==> src/rtl/cia_timer_pkg.sv <==
// Shared constants for the CIA-style timer bank: control register layout,
// input-mode encodings and register map.
package cia_timer_pkg;
  localparam int CR_START   = 0;
  localparam int CR_PBON    = 1;
  localparam int CR_OUTMODE = 2;
  localparam int CR_RUNMODE = 3;
  localparam int CR_LOAD    = 4;

  localparam logic [2:0] REG_CR = 3'd7;

  typedef enum logic [1:0] {
    INMODE_ECLK     = 2'b00,
    INMODE_CNT      = 2'b01,
    INMODE_CASC     = 2'b10,
    INMODE_CASC_CNT = 2'b11
  } inmode_e;

  // LOAD is a strobe and bit 7 is unimplemented, so neither is ever stored
  function automatic logic [7:0] cr_store(input logic [7:0] d);
    return {1'b0, d[6:5], 1'b0, d[3:0]};
  endfunction
endpackage

==> src/rtl/cia_timer_chain_if.sv <==
// CPU register port of the timer bank.
interface cia_timer_chain_if;
  logic       wr;
  logic       cs;
  logic [1:0] ch_sel;
  logic [2:0] reg_sel;
  logic [7:0] data_in;
  logic [7:0] data_out;

  modport master (output wr, cs, ch_sel, reg_sel, data_in, input data_out);
  modport slave  (input wr, cs, ch_sel, reg_sel, data_in, output data_out);
endinterface

==> src/rtl/cia_timer_chan.sv <==
// One timer channel: latch, control register, down-counter, underflow irq
// and PB pulse/toggle output.
module cia_timer_chan
  import cia_timer_pkg::*;
#(
  parameter int WIDTH = 16
) (
  input  logic             clk,
  input  logic             reset,
  input  logic             clk7_en,
  input  logic             we,
  input  logic [2:0]       reg_sel,
  input  logic [7:0]       data_in,
  input  logic             eclk,
  input  logic             cnt,
  input  logic             cnt_rise,
  input  logic             casc_in,
  output logic             uf,
  output logic [WIDTH-1:0] counter,
  output logic [7:0]       cr,
  output logic             irq,
  output logic             pb_out
);
  localparam int NB = WIDTH / 8;

  logic [WIDTH-1:0] latch;
  logic             force_ld, armed, tog;
  logic             count, cr_we, top_we, load_now;
  logic [7:0]       cr_nxt;
  inmode_e          inmode;

  assign inmode = inmode_e'(cr[6:5]);

  always_comb begin
    count = 1'b0;
    case (inmode)
      INMODE_ECLK: count = eclk;
      INMODE_CNT:  count = cnt_rise;
      INMODE_CASC: count = casc_in;
      default:     count = casc_in & cnt;
    endcase
  end

  assign uf       = (counter == '0) & cr[CR_START] & count;
  assign cr_we    = we & (reg_sel == REG_CR);
  assign top_we   = we & (reg_sel == 3'(NB - 1));
  assign load_now = force_ld | (armed & eclk) | uf;

  // CPU write to CR overrides both one-shot stop and top-byte auto start
  always_comb begin
    cr_nxt = cr;
    if (uf && cr[CR_RUNMODE])     cr_nxt[CR_START] = 1'b0;
    if (top_we && cr[CR_RUNMODE]) cr_nxt[CR_START] = 1'b1;
    if (cr_we)                    cr_nxt = cr_store(data_in);
  end

  always_ff @(posedge clk or posedge reset) begin
    if (reset) begin
      latch    <= '1;
      counter  <= '1;
      cr       <= '0;
      force_ld <= 1'b0;
      armed    <= 1'b0;
      tog      <= 1'b0;
      irq      <= 1'b0;
    end else if (clk7_en) begin
      cr       <= cr_nxt;
      irq      <= uf;
      force_ld <= cr_we & data_in[CR_LOAD];
      for (int b = 0; b < NB; b++)
        if (we && reg_sel == 3'(b)) latch[8*b +: 8] <= data_in;
      if (top_we && (!cr[CR_START] || cr[CR_RUNMODE])) armed <= 1'b1;
      else if (eclk)                                   armed <= 1'b0;
      if (load_now)                   counter <= latch;
      else if (cr[CR_START] && count) counter <= counter - 1'b1;
      if (cr_nxt[CR_START] && !cr[CR_START]) tog <= 1'b1;
      else if (uf)                           tog <= ~tog;
    end
  end

  assign pb_out = cr[CR_PBON] & (cr[CR_OUTMODE] ? tog : irq);
endmodule

==> src/rtl/cia_timer_chain.sv <==
// CIA-style timer bank: NUM_CH cascadable channels, shared CNT edge
// detector, CPU address decode and read mux.
module cia_timer_chain
  import cia_timer_pkg::*;
#(
  parameter int NUM_CH = 2,
  parameter int WIDTH  = 16
) (
  input  logic                clk,
  input  logic                reset,
  input  logic                clk7_en,
  cia_timer_chain_if.slave    bus,
  input  logic                eclk,
  input  logic                cnt,
  output logic [NUM_CH-1:0]   irq,
  output logic [NUM_CH-1:0]   pb_out
);
  localparam int NB = WIDTH / 8;

  logic                           cnt_d, cnt_rise;
  logic [NUM_CH-1:0][WIDTH-1:0]   cnt_all;
  logic [NUM_CH-1:0][7:0]         cr_all;
  logic [7:0]                     rd;

  always_ff @(posedge clk or posedge reset) begin
    if (reset)        cnt_d <= 1'b0;
    else if (clk7_en) cnt_d <= cnt;
  end
  assign cnt_rise = cnt & ~cnt_d;

  // Underflow ripples combinationally so a cascade counts in the same cycle
  for (genvar gi = 0; gi < NUM_CH; gi++) begin : g_ch
    logic uf, casc, we;
    if (gi == 0) begin : g_first
      assign casc = 1'b0;
    end else begin : g_next
      assign casc = g_ch[gi-1].uf;
    end
    assign we = clk7_en & bus.cs & bus.wr & (bus.ch_sel == 2'(gi));

    cia_timer_chan #(.WIDTH(WIDTH)) u_chan (
      .clk      (clk),
      .reset    (reset),
      .clk7_en  (clk7_en),
      .we       (we),
      .reg_sel  (bus.reg_sel),
      .data_in  (bus.data_in),
      .eclk     (eclk),
      .cnt      (cnt),
      .cnt_rise (cnt_rise),
      .casc_in  (casc),
      .uf       (uf),
      .counter  (cnt_all[gi]),
      .cr       (cr_all[gi]),
      .irq      (irq[gi]),
      .pb_out   (pb_out[gi])
    );
  end

  always_comb begin
    rd = '0;
    if (bus.cs && !bus.wr)
      for (int c = 0; c < NUM_CH; c++)
        if (bus.ch_sel == 2'(c)) begin
          if (bus.reg_sel == REG_CR) rd = cr_all[c];
          for (int b = 0; b < NB; b++)
            if (bus.reg_sel == 3'(b)) rd = cnt_all[c][8*b +: 8];
        end
  end
  assign bus.data_out = rd;
endmodule
==> src/flat_wrapper.sv <==
// flat-port wrapper written by rule: the top's interface ports become plain ports
module cia_timer_chain_flat import cia_timer_pkg::*;
#(
  parameter int NUM_CH = 2,
  parameter int WIDTH  = 16
)
  (clk, reset, clk7_en, eclk, cnt, irq, pb_out, bus_wr, bus_cs, bus_ch_sel, bus_reg_sel, bus_data_in, bus_data_out);
  cia_timer_chain_if bus_i ();
  input  logic clk;
  input  logic reset;
  input  logic clk7_en;
  input  logic eclk;
  input  logic cnt;
  output logic [NUM_CH-1:0] irq;
  output logic [NUM_CH-1:0] pb_out;
  input wire logic [$bits(bus_i.wr)-1:0] bus_wr;
  input wire logic [$bits(bus_i.cs)-1:0] bus_cs;
  input wire logic [$bits(bus_i.ch_sel)-1:0] bus_ch_sel;
  input wire logic [$bits(bus_i.reg_sel)-1:0] bus_reg_sel;
  input wire logic [$bits(bus_i.data_in)-1:0] bus_data_in;
  output wire logic [$bits(bus_i.data_out)-1:0] bus_data_out;
  assign bus_i.wr = bus_wr;
  assign bus_i.cs = bus_cs;
  assign bus_i.ch_sel = bus_ch_sel;
  assign bus_i.reg_sel = bus_reg_sel;
  assign bus_i.data_in = bus_data_in;
  assign bus_data_out = bus_i.data_out;
  cia_timer_chain #(.NUM_CH(NUM_CH), .WIDTH(WIDTH)) u_core (.clk(clk), .reset(reset), .clk7_en(clk7_en), .bus(bus_i), .eclk(eclk), .cnt(cnt), .irq(irq), .pb_out(pb_out));
endmodule
==> config.mk <==
export PLATFORM = sky130hd
export DESIGN_NAME = cia_timer_chain_flat
export DESIGN_NICKNAME = d
export VERILOG_FILES = /design/src/rtl/cia_timer_pkg.sv /design/src/rtl/cia_timer_chain_if.sv /design/src/rtl/cia_timer_chan.sv /design/src/rtl/cia_timer_chain.sv /design/src/flat_wrapper.sv
export SDC_FILE = /design/constraint.sdc
export NUM_CORES = 1
export LEC_CHECK = 0
export CAP_MARGIN = 5
export CORE_MARGIN = 1
export CORE_UTILIZATION = 45
export CTS_BUF_LIST = sky130_fd_sc_hd__clkbuf_16
export DETAILED_ROUTE_END_ITERATION = 6
export GPL_ROUTABILITY_DRIVEN = 1
export GPL_TIMING_DRIVEN = 0
export PLACE_DENSITY = 0.66
export SYNTH_ARGS = -nofsm -noshare
export SYNTH_HDL_FRONTEND = slang
export SYNTH_SLANG_ARGS = --single-unit
==> constraint.sdc <==
create_clock -name clk -period 2.4 [get_ports clk]
set_input_delay 0.48 -clock clk [delete_from_list [all_inputs] [get_ports clk]]
set_output_delay 0.48 -clock clk [all_outputs]
set_load 0.005 [all_outputs]
==> impl_metrics.tcl, run 1 <==
set metrics [dict create \
    grtUsageTotal 0.2613 \
    synth_edf_count 0 \
    viasPerCell 6.037 \
    yosysWarningCount 0 \
    max_clock_freq_mhz 427.1 \
    gp_congestion 0.9648 \
    firstDrtPassIters 7 \
    io_buffers 31 \
    setup_viol 0 \
    avgSynthCellArea_um2 9.963 \
    rsz0062_at_grt "yes" \
    clock_latency_ns 0.34 \
    antenna_found_initial 0 \
    diodes 0 \
    intPower_mw 2.809 \
    seqPwrFrac 0.467 \
    path_max_fanout 10 \
    critPathTopFamily "buffers and inverters" \
    die_w_um 105.8 \
    first_iter_violations 440 \
    required_ns 2.68 \
    drt_wl_total_um 13790 \
    clockBufferDepth 2 \
    switching_share 0.2772 \
    syn_area_um2 4852 \
    worstPathArrival_ns 2.63 \
    startpoint_type "input pin" \
    finalCriticalPeriod_ns 2.342 \
    synth-seq-area-share 0.4549 \
    grt_pass1_wl_um 22120 \
    whs_ns 0.4809 \
    power.switching_mw 1.077 \
    combinationalPowerShare 0.166 \
    final_net_count 560 \
    htree_levels 3 \
    synth_fp_nets 510 \
    fin_crit_sh 0.9756 \
    design_area_um2 5888 \
    grt_pass1_vias 3969 \
    place_ws_ns -0.9851 \
    p_leak_nw 2.433 \
    synth_cell_types 58 \
    clockRootBuffer "clkbuf_16" \
    critPathMaxStageDelay_ns 0.53 \
    ff_latch_area_um2 2207 \
    fin_ws_ns 0.05845 \
    utilization 0.5678 \
    ant_nets 0 \
    path_class "in2reg" \
    fillers 896 \
    place_hpwl_um 9771 \
    power_density_nw_per_um2 660.0 \
    io_pins 32 \
    cts_hold_buf 0 \
    die_h_um 105.8 \
    clkSinkCount 85 \
    clk_pin_slew_ns 0.06 \
    status "completed" \
    cap_violations 0 \
    coreArea_um2 10370 \
    worst_pin_slew_ns 0.9680 \
    syn_inst 487 \
    ys.flop_type "dfstp_2" \
    path_buf_inv 3 \
    wl_per_cell_um 20.34 \
    cts_tree "built" \
    placed_area_um2 5376 \
    vdd_drop_max_mv 0.4055 \
    num_rows 37 \
    synth-seq-cells 85 \
    ys_async_sr_fraction 1.000 \
    min_path_type "in2async" \
    drv_slew 0 \
    fin_worst_skew_ns 0.005027 \
    grt-ovfl-total 0 \
    drive_above_1_share 0.3487 \
    die_area_um2 11200 \
    endpoint_kind "register" \
    num_vias 4093 \
    hold_viol_final 0 \
    cp_slowest_cell "clkdlybuf4s50_1" \
    p_clk_frac 0.367 \
    start_util 0.4679 \
    grt_max_degree 38 \
    multi_input_comb_area_um2 2546 \
    cts-buffers-inserted 9 \
    drc 0 \
    syn_to_final_growth_pct 21.35 \
    max_slew_margin 0.3511 \
    path_cells "clkdlybuf4s50_1 > and3b_1 > o211ai_1 > o311ai_4 > buf_4 > nand3_2 > buf_6 > nor4_2 > a221o_1" \
]
-- power by group through the flow --
stage	Sequential, mW	Clock, mW	Combinational [mW]
floorplan	1.77	0	0.422
global placement	1.82	0	0.579
detailed placement	1.83	0	0.596
CTS	1.81	1.44	0.627
global route	1.84	1.49	0.707
finish	1.81	1.42	0.647
-- metrics by stage --
| stage | power (mW) | instances | setup TNS (ns) |
|---|---|---|---|
| after global routing | 4.031 | 678 | -0.2494 |
| after floorplan | 2.191 | 487 | 0 |
| after global placement | 2.401 | 654 | -29.10 |
| after detailed placement | 2.424 | 656 | -28.78 |
| after CTS | 3.875 | 678 | 0 |
| final | 3.886 | 678 | 0 |
-- routing by layer --
metal | up-vias | part of all wire | track usage
met2 | 161 | 0.46 | 0.3992
met5 | - | 0 | 0
met4 | 0 | 0.023 | 0.1131
met1 | 2019 | 0.45 | 0.3617
li1 | 1894 | - | -
met3 | 19 | 0.066 | 0.04886
-- registers in the layout, indices dropped and copies added (netlist names) --
| signal | cells |
|---|---|
| u_core.cnt_d | 1 |
| u_core.g_ch.u_chan.armed | 2 |
| u_core.g_ch.u_chan.tog | 2 |
| u_core.g_ch.u_chan.counter | 32 |
| u_core.g_ch.u_chan.irq | 2 |
| u_core.g_ch.u_chan.force_ld | 2 |
| u_core.g_ch.u_chan.cr | 12 |
| u_core.g_ch.u_chan.latch | 32 |
-- final cells by class --
| class | instances | share of cell area |
|---|---|---|
| Tap cell | 136 | 0.02890 |
| Clock inverter | 6 | 0.008925 |
| Multi-Input combinational cell | 353 | 0.4324 |
| Buffer | 24 | 0.03017 |
| Inverter | 23 | 0.01530 |
| Sequential cell | 85 | 0.3748 |
| Clock buffer | 10 | 0.04250 |
| Timing Repair Buffer | 41 | 0.06694 |
-- what timing repair did --
| action | in CTS | in global routing |
|---|---|---|
| setup endpoints to repair | 43 | 35 |
| cloned | 1 | 0 |
| buffers inserted | 6 | 1 |
| gates resized for setup | 53 | 21 |
| pin swaps | 13 | 2 |
-- cells in the final DEF (no fill, tap or decap), types with 3 or more instances in the layout --
cell type and n:
buf_4 13, o21ai_0 39, nor3_1 18, inv_1 25, clkbuf_1 7, nand3_1 9
a21oi_1 37, clkbuf_4 3, ha_1 3, dfstp_2 64, buf_2 5, dfrtp_1 21
nor2b_1 9, and2_1 3, a2bb2oi_1 5, a221oi_2 3, clkdlybuf4s50_1 17, a221oi_1 3
a22o_1 4, clkbuf_16 11, or3_1 3, nand2_1 37, a21o_1 6, o21a_1 3
mux2i_1 17, nor2_1 27, nor3_2 7, and3_1 3, mux2_2 43, o2bb2ai_1 4
dlygate4sd2_1 7, nor4b_2 3, buf_6 3, o22ai_1 8, nand2b_1 4, nor4_1 4
a22oi_1 4
-- logic make-up (layout without fill, tap and decap cells) --
family          count (synthesis)  count (layout)  synth area share
simple gates                  148             148            0.1619
compound gates                140             140            0.1854
flops                          85              85            0.4549
mux                            62              62            0.1441
buf+inv                        49             104           0.04590
fa+ha+maj                       3               3          0.007737
-- final timing paths --
kind,from,to,slack (ns),depth (start not counted)
setup / recovery,cnt,u_core.g_ch[1].u_chan.counter[13],0.06,9
hold / removal,reset,u_core.g_ch[0].u_chan.cr[5],0.48,2
setup reg to reg,u_core.g_ch[0].u_chan.counter[0],u_core.g_ch[1].u_chan.counter[13],0.12,10
hold reg to reg,u_core.g_ch[0].u_chan.force_ld,u_core.g_ch[0].u_chan.force_ld,0.50,1
max in group asynchronous,reset,u_core.g_ch[1].u_chan.counter[3],1.35,3
min in group clk,u_core.g_ch[0].u_chan.force_ld,u_core.g_ch[0].u_chan.force_ld,0.50,1
-- Yosys cell counts, drive strengths merged, types with 3 or more instances --
cell / instances / share of area
dfstp: 64 / 0.35
mux2: 43 / 0.10
o21ai: 42 / 0.043
nand2: 40 / 0.033
a21oi: 38 / 0.039
nor2: 27 / 0.021
nor3: 25 / 0.028
inv: 23 / 0.018
dfrtp: 21 / 0.11
mux2i: 17 / 0.035
buf: 14 / 0.019
clkbuf: 12 / 0.0093
nor2b: 11 / 0.014
nand3: 10 / 0.011
o22ai: 8 / 0.010
nor4: 7 / 0.013
a21o: 6 / 0.0093
a221oi: 6 / 0.011
nand2b: 6 / 0.0077
a22oi: 5 / 0.0077
a2bb2oi: 5 / 0.0090
a22o: 4 / 0.0072
and3: 4 / 0.0052
o2bb2ai: 4 / 0.0072
and2: 3 / 0.0039
ha: 3 / 0.0077
nor3b: 3 / 0.0057
nor4b: 3 / 0.0054
o21a: 3 / 0.0046
or3: 3 / 0.0039
Power figures use the tool's default switching activity.
==> run 2, diff against run 1 <==
--- a/config.mk
+++ b/config.mk
@@ -12,7 +12,9 @@
 export DETAILED_ROUTE_END_ITERATION = 6
 export GPL_ROUTABILITY_DRIVEN = 1
 export GPL_TIMING_DRIVEN = 0
+export MAX_ROUTING_LAYER = met4
 export PLACE_DENSITY = 0.66
 export SYNTH_ARGS = -nofsm -noshare
 export SYNTH_HDL_FRONTEND = slang
+export SYNTH_HIERARCHICAL = 1
 export SYNTH_SLANG_ARGS = --single-unit
==> constraint.sdc (replaced) <==
create_clock -name clk -period 2.4 [get_ports clk]
set_input_delay 0.48 -clock clk [delete_from_list [all_inputs] [get_ports clk]]
set_output_delay 0.48 -clock clk [all_outputs]
set_load 0.1 [all_outputs]
==> run 2 against run 1 <==
The run now ends with setup timing left. Final area increased by 18%. Critical path depth increased by 3. Register-to-register slack got worse by 0.32 ns. First-iteration DRC count decreased by 8.4%. Sequential power decreased by 3%. Largest power group unchanged.
==> impl_metrics.tcl, run 2 <==
set metrics [dict create \
    grt_pass1_vias 4674 \
    fin_ws_ns -0.2119 \
    worst_pin_slew_ns 0.9707 \
    drt_wl_total_um 17410 \
    die_w_um 110.3 \
    io_buffers 31 \
    p_leak_nw 2.896 \
    io_pins 32 \
    clk_pin_slew_ns 0.06 \
    clockBufferDepth 2 \
    clkSinkCount 85 \
    power_density_nw_per_um2 554.1 \
    cts_tree "built" \
    viasPerCell 6.196 \
    vdd_drop_max_mv 0.2771 \
    ff_latch_area_um2 2208 \
    required_ns 2.63 \
    grt-ovfl-total 0 \
    min_path_type "in2async" \
    multi_input_comb_area_um2 3247 \
    final_cell_mix "dfstp_2 (64), nand2_1 (60), mux2_2 (38), buf_4 (28), nor2_1 (26)" \
    wl_per_cell_um 22.20 \
    syn_area_um2 5279 \
    place_hpwl_um 11560 \
    hold_viol_final 0 \
    reg_top3 "u_core/g_ch.u_chan/counter x32, u_core/g_ch.u_chan/latch x32, u_core/g_ch.u_chan/cr x12" \
    fin_crit_sh 1.088 \
    cap_violations 0 \
    coreArea_um2 11420 \
    setup_tns_ns -3.061 \
    grt_max_degree 43 \
    violations "setup timing" \
    num_vias 4858 \
    gp_congestion 0.8872 \
    max_clock_freq_mhz 382.9 \
    grt_pass1_wl_um 26040 \
    endpoint_kind "register" \
    start_util 0.4623 \
    drv_slew 0 \
    num_rows 39 \
    rsz0062_at_grt "yes" \
    setup_viol 18 \
    max_slew_margin 0.3508 \
    drive_above_1_share 0.4087 \
    clockRootBuffer "clkbuf_16" \
    finalCriticalPeriod_ns 2.612 \
    firstDrtPassIters 7 \
    worstPathArrival_ns 2.84 \
    drc 0 \
    clock_latency_ns 0.34 \
    diodes 0 \
    layout_commonest_cell "dfstp_2" \
    grtUsageTotal 0.3026 \
    syn_to_final_growth_pct 31.50 \
    final_net_count 660 \
    die_h_um 110.3 \
    fin_worst_skew_ns 0.004028 \
    cts-buffers-inserted 9 \
    htree_levels 3 \
    startpoint_type "input pin" \
    whs_ns 0.3683 \
    antenna_found_initial 0 \
    first_iter_violations 403 \
    fillers 936 \
    path_class "in2reg" \
    ant_nets 0 \
    die_area_um2 12170 \
    status "complete, but fails checks" \
    syn_inst 558 \
    path_max_fanout 7 \
    yosysWarningCount 6 \
    avgSynthCellArea_um2 9.460 \
]
-- run 2: repair_timing --
| action | 4_1_cts | 5_1_grt |
|---|---|---|
| resized for setup | 184 | 43 |
| pin swaps | 32 | 18 |
| cloned | 4 | 0 |
| endpoints found under the setup margin | 93 | 70 |
| buffers inserted | 19 | 12 |
| hold buffers | 0 | 0 |
| hold endpoints to repair | 0 | 0 |
-- run 2: layout make-up --
| class | instances | area share |
|---|---|---|
| buffer | 29 | 0.03695 |
| clock inverter | 7 | 0.008472 |
| tap | 143 | 0.02578 |
| timing repair buffer | 66 | 0.09643 |
| clock buffer | 9 | 0.03244 |
| sequential | 85 | 0.3181 |
| inverter | 26 | 0.01406 |
| multi-input combinational | 419 | 0.4677 |
-- run 2: stage by stage --
step	cell area, um2	instances	setup slack (ns)	power (mW)	util
5_1_grt	6942	784	-0.2539	3.991	0.6079
4_1_cts	6728	772	-0.1592	3.799	0.5892
2_1_floorplan	5366	560	-0.08075	2.122	-
3_5_place_dp	5856	734	-1.343	2.343	0.5128
6_report	6942	784	-0.2119	3.846	0.6079
3_3_place_gp	5856	734	-1.348	2.332	0.5128
-- run 2: path summary, 6_finish.rpt --
path | cells past startpoint | endpoint | from | slack, ns
max in group asynchronous | 2 | u_core/g_ch[0].u_chan/cr[6] | reset | 1.04
hold reg to reg | 1 | u_core/g_ch[0].u_chan/tog | u_core/g_ch[0].u_chan/tog | 0.48
setup reg to reg | 11 | u_core/g_ch[1].u_chan/cr[0] | u_core/g_ch[0].u_chan/cr[6] | -0.20
setup / recovery | 12 | u_core/g_ch[1].u_chan/cr[0] | eclk | -0.21
min in group clk | 1 | u_core/g_ch[0].u_chan/tog | u_core/g_ch[0].u_chan/tog | 0.48
hold / removal | 2 | u_core/cnt_d | reset | 0.37
-- run 2: metal layers --
layer	GRT usage	vias to the layer above	routed length, um
met3	0.04938	34	1083
li1	-	2230	-
met4	0.09868	0	335
met1	0.3939	2372	7776
met2	0.4805	222	8212
met5	-	-	0
-- run 2: worst max-delay path, cell delays in order --
cell and delay, ns:
clkdlybuf4s15_2 0.29, nor3_1 0.09, or3b_4 0.42, nor4_4 0.31, nand2b_4 0.18, and3_4 0.20, nand4_1 0.16, buf_6 0.20
clkbuf_16 0.15, o22ai_2 0.09, nand2_1 0.07, a22o_1 0.18
-- run 2: where the power goes --
| part | leakage, nW | switching [mW] | internal [mW] | total, mW |
|---|---|---|---|---|
| logic | 1.81 | 0.420 | 0.312 | 0.732 |
| clock network | 0.147 | 0.577 | 0.792 | 1.37 |
| registers | 0.943 | 0.144 | 1.60 | 1.75 |
| total | 2.90 | 1.14 | 2.71 | 3.85 |
==> run 3, diff against run 2 <==
--- a/config.mk
+++ b/config.mk
@@ -8,7 +8,7 @@
 export CAP_MARGIN = 5
 export CORE_MARGIN = 1
 export CORE_UTILIZATION = 45
-export CTS_BUF_LIST = sky130_fd_sc_hd__clkbuf_16
+export CTS_BUF_LIST = sky130_fd_sc_hd__clkbuf_4 sky130_fd_sc_hd__clkbuf_8
 export DETAILED_ROUTE_END_ITERATION = 6
 export GPL_ROUTABILITY_DRIVEN = 1
 export GPL_TIMING_DRIVEN = 0
==> run 3 against run 2 <==
The flow still finishes with violations (setup timing). Setup slack worse by 0.019 ns. Sequential share of layout area down 0.20 points. Critical path type is now reg2reg. Non-clock buffer count up 2. Global-route usage about the same.
==> impl_metrics.tcl, run 3 (same netlist as run 2, synthesis figures left out) <==
set metrics [dict create \
    max_clock_freq_mhz 380.1 \
    layout_commonest_cell "dfstp_2" \
    drt_wl_total_um 17530 \
    reg2reg_from "u_core/g_ch[0].u_chan/cr[6]" \
    diodes 0 \
    clockRootBuffer "clkbuf_8" \
    endpoint_kind "register" \
    grtUsageTotal 0.3027 \
    min_path_type "in2async" \
    p_total_mw 3.608 \
    status "complete, but fails checks" \
    gp_congestion 0.8872 \
    finalCriticalPeriod_ns 2.631 \
    wl_per_cell_um 22.31 \
    first_iter_violations 478 \
    path_max_fanout 5 \
    required_ns 2.69 \
    start_util 0.4623 \
    cts_hold_buf 0 \
    drc 0 \
    violations "setup timing" \
    final_net_count 662 \
    die_h_um 110.3 \
    syn_to_final_growth_pct 32.33 \
    setup_tns_ns -3.111 \
    antenna_found_initial 0 \
    worstPathArrival_ns 2.92 \
    drv_slew 0 \
    hold_viol_final 0 \
    path_class "reg2reg" \
    htree_levels 3 \
    grt_max_degree 43 \
    p_leak_nw 2.913 \
    clk_pin_slew_ns 0.09 \
    coreArea_um2 11420 \
    reg2reg_to "u_core/g_ch[1].u_chan/counter[11]" \
    drive_above_1_share 0.4386 \
    clockBufferDepth 2 \
    fin_crit_sh 1.096 \
    stdcell_count 786 \
    firstDrtPassIters 5 \
    fin_ws_ns -0.2307 \
    dp.cells 734 \
    die_area_um2 12170 \
    num_vias 4918 \
    worst_pin_slew_ns 0.9709 \
    grt_pass1_wl_um 26140 \
    setup_viol 19 \
    grt-ovfl-total 0 \
    cap_violations 0 \
    worstRegToRegCells 11 \
    fin_worst_skew_ns 0.008420 \
    num_rows 39 \
    clkSinkCount 85 \
    crit_start "u_core/g_ch[0].u_chan/cr[6]" \
    viasPerCell 6.257 \
    final_cell_mix "dfstp_2 (64), nand2_1 (61), mux2_2 (38), buf_4 (31), nor2_1 (26)" \
    io_buffers 31 \
    crit_end "u_core/g_ch[1].u_chan/counter[11]" \
    power_density_nw_per_um2 516.5 \
    place_hpwl_um 11560 \
    die_w_um 110.3 \
    ant_nets 0 \
    cts-buffers-inserted 9 \
    vdd_drop_max_mv 0.2615 \
    startpoint_type "register" \
    grt_pass1_vias 4755 \
    io_pins 32 \
    max_slew_margin 0.3516 \
    reg_top3 "u_core/g_ch.u_chan/counter x32, u_core/g_ch.u_chan/latch x32, u_core/g_ch.u_chan/cr x12" \
    rsz0062_at_grt "yes" \
    clock_latency_ns 0.37 \
    cts_tree "built" \
    rrSetupSlack_ns -0.23 \
]
-- run 3: cell types whose count changed in the layout (fill, tap and decap cells not counted), moves of 3 or more --
cell             previous run  this run
buf_4                      28        31
clkbuf_2                    4         1
o21ai_1                    16        11
clkdlybuf4s15_2             1         4
o21ai_2                     7        15
clkbuf_8                    1        11
buf_8                       8        12
o21ai_0                    13        10
clkbuf_16                  11         0
-- run 3: timing repair --
action	in CTS	in global routing
resized for setup	193	60
pin swaps	33	28
gates cloned	4	0
endpoints found under the setup margin	93	68
setup buffers	21	14
-- run 3: where the power goes --
part	internal, mW	switching (mW)
logic	0.323	0.430
clock network	0.563	0.541
registers	1.60	0.152
total	2.49	1.12
-- run 3: critical path, stage by stage (launching register included) --
cell	delay, ns
dfrtp_2	0.43
nor2b_4	0.13
or3b_4	0.39
nor4_4	0.31
nand2b_4	0.18
and3_4	0.20
nand4_1	0.18
buf_4	0.22
buf_4	0.16
nand4_1	0.12
o21ai_2	0.08
a22oi_2	0.17
-- run 3: layer usage --
metal  track usage  share of wire  up-vias
met4        0.1024          0.024        0
met3       0.05350          0.070       38
met2        0.4800           0.47      219
met1        0.3907           0.43     2427
li1              -              -     2234
met5             -              0        -
-- run 3: cell type report --
type                    instances  area, um2
fillers                       922       4433
multi-input cells             419       3334
flip-flops and latches         85       2208
repair buffers                 69      715.7
plain buffers                  28      240.2
well taps                     143      178.9
clock buffers                  13      166.4
inverters                      26      97.59
clock inverters                 3      43.79
-- run 3: worst min-delay path by stage --
stage / slack, ns / from / end / depth (start not counted)
5_1_grt: 0.39 / reset / u_core/cnt_d / 2
3_5_place_dp: 0.48 / u_core/g_ch[0].u_chan/tog / u_core/g_ch[0].u_chan/tog / 1
4_1_cts: 0.33 / reset / u_core/cnt_d / 2
2_1_floorplan: 0.21 / reset / u_core/cnt_d / 1
6_report: 0.34 / reset / u_core/cnt_d / 2
3_3_place_gp: 0.47 / u_core/g_ch[0].u_chan/tog / u_core/g_ch[0].u_chan/tog / 1
-- run 3: stage by stage --
step / area [um2] / worst slack [ns] / hold WS (ns) / utilization
after floorplan: 5366 / -0.08075 / 0.2087 / -
after global placement: 5856 / -1.348 / 0.4721 / 0.5128
after detailed placement: 5856 / -1.343 / 0.4823 / 0.5128
after CTS: 6695 / -0.1887 / 0.3254 / 0.5863
after global routing: 6985 / -0.3129 / 0.3863 / 0.6118
final: 6985 / -0.2307 / 0.3354 / 0.6118
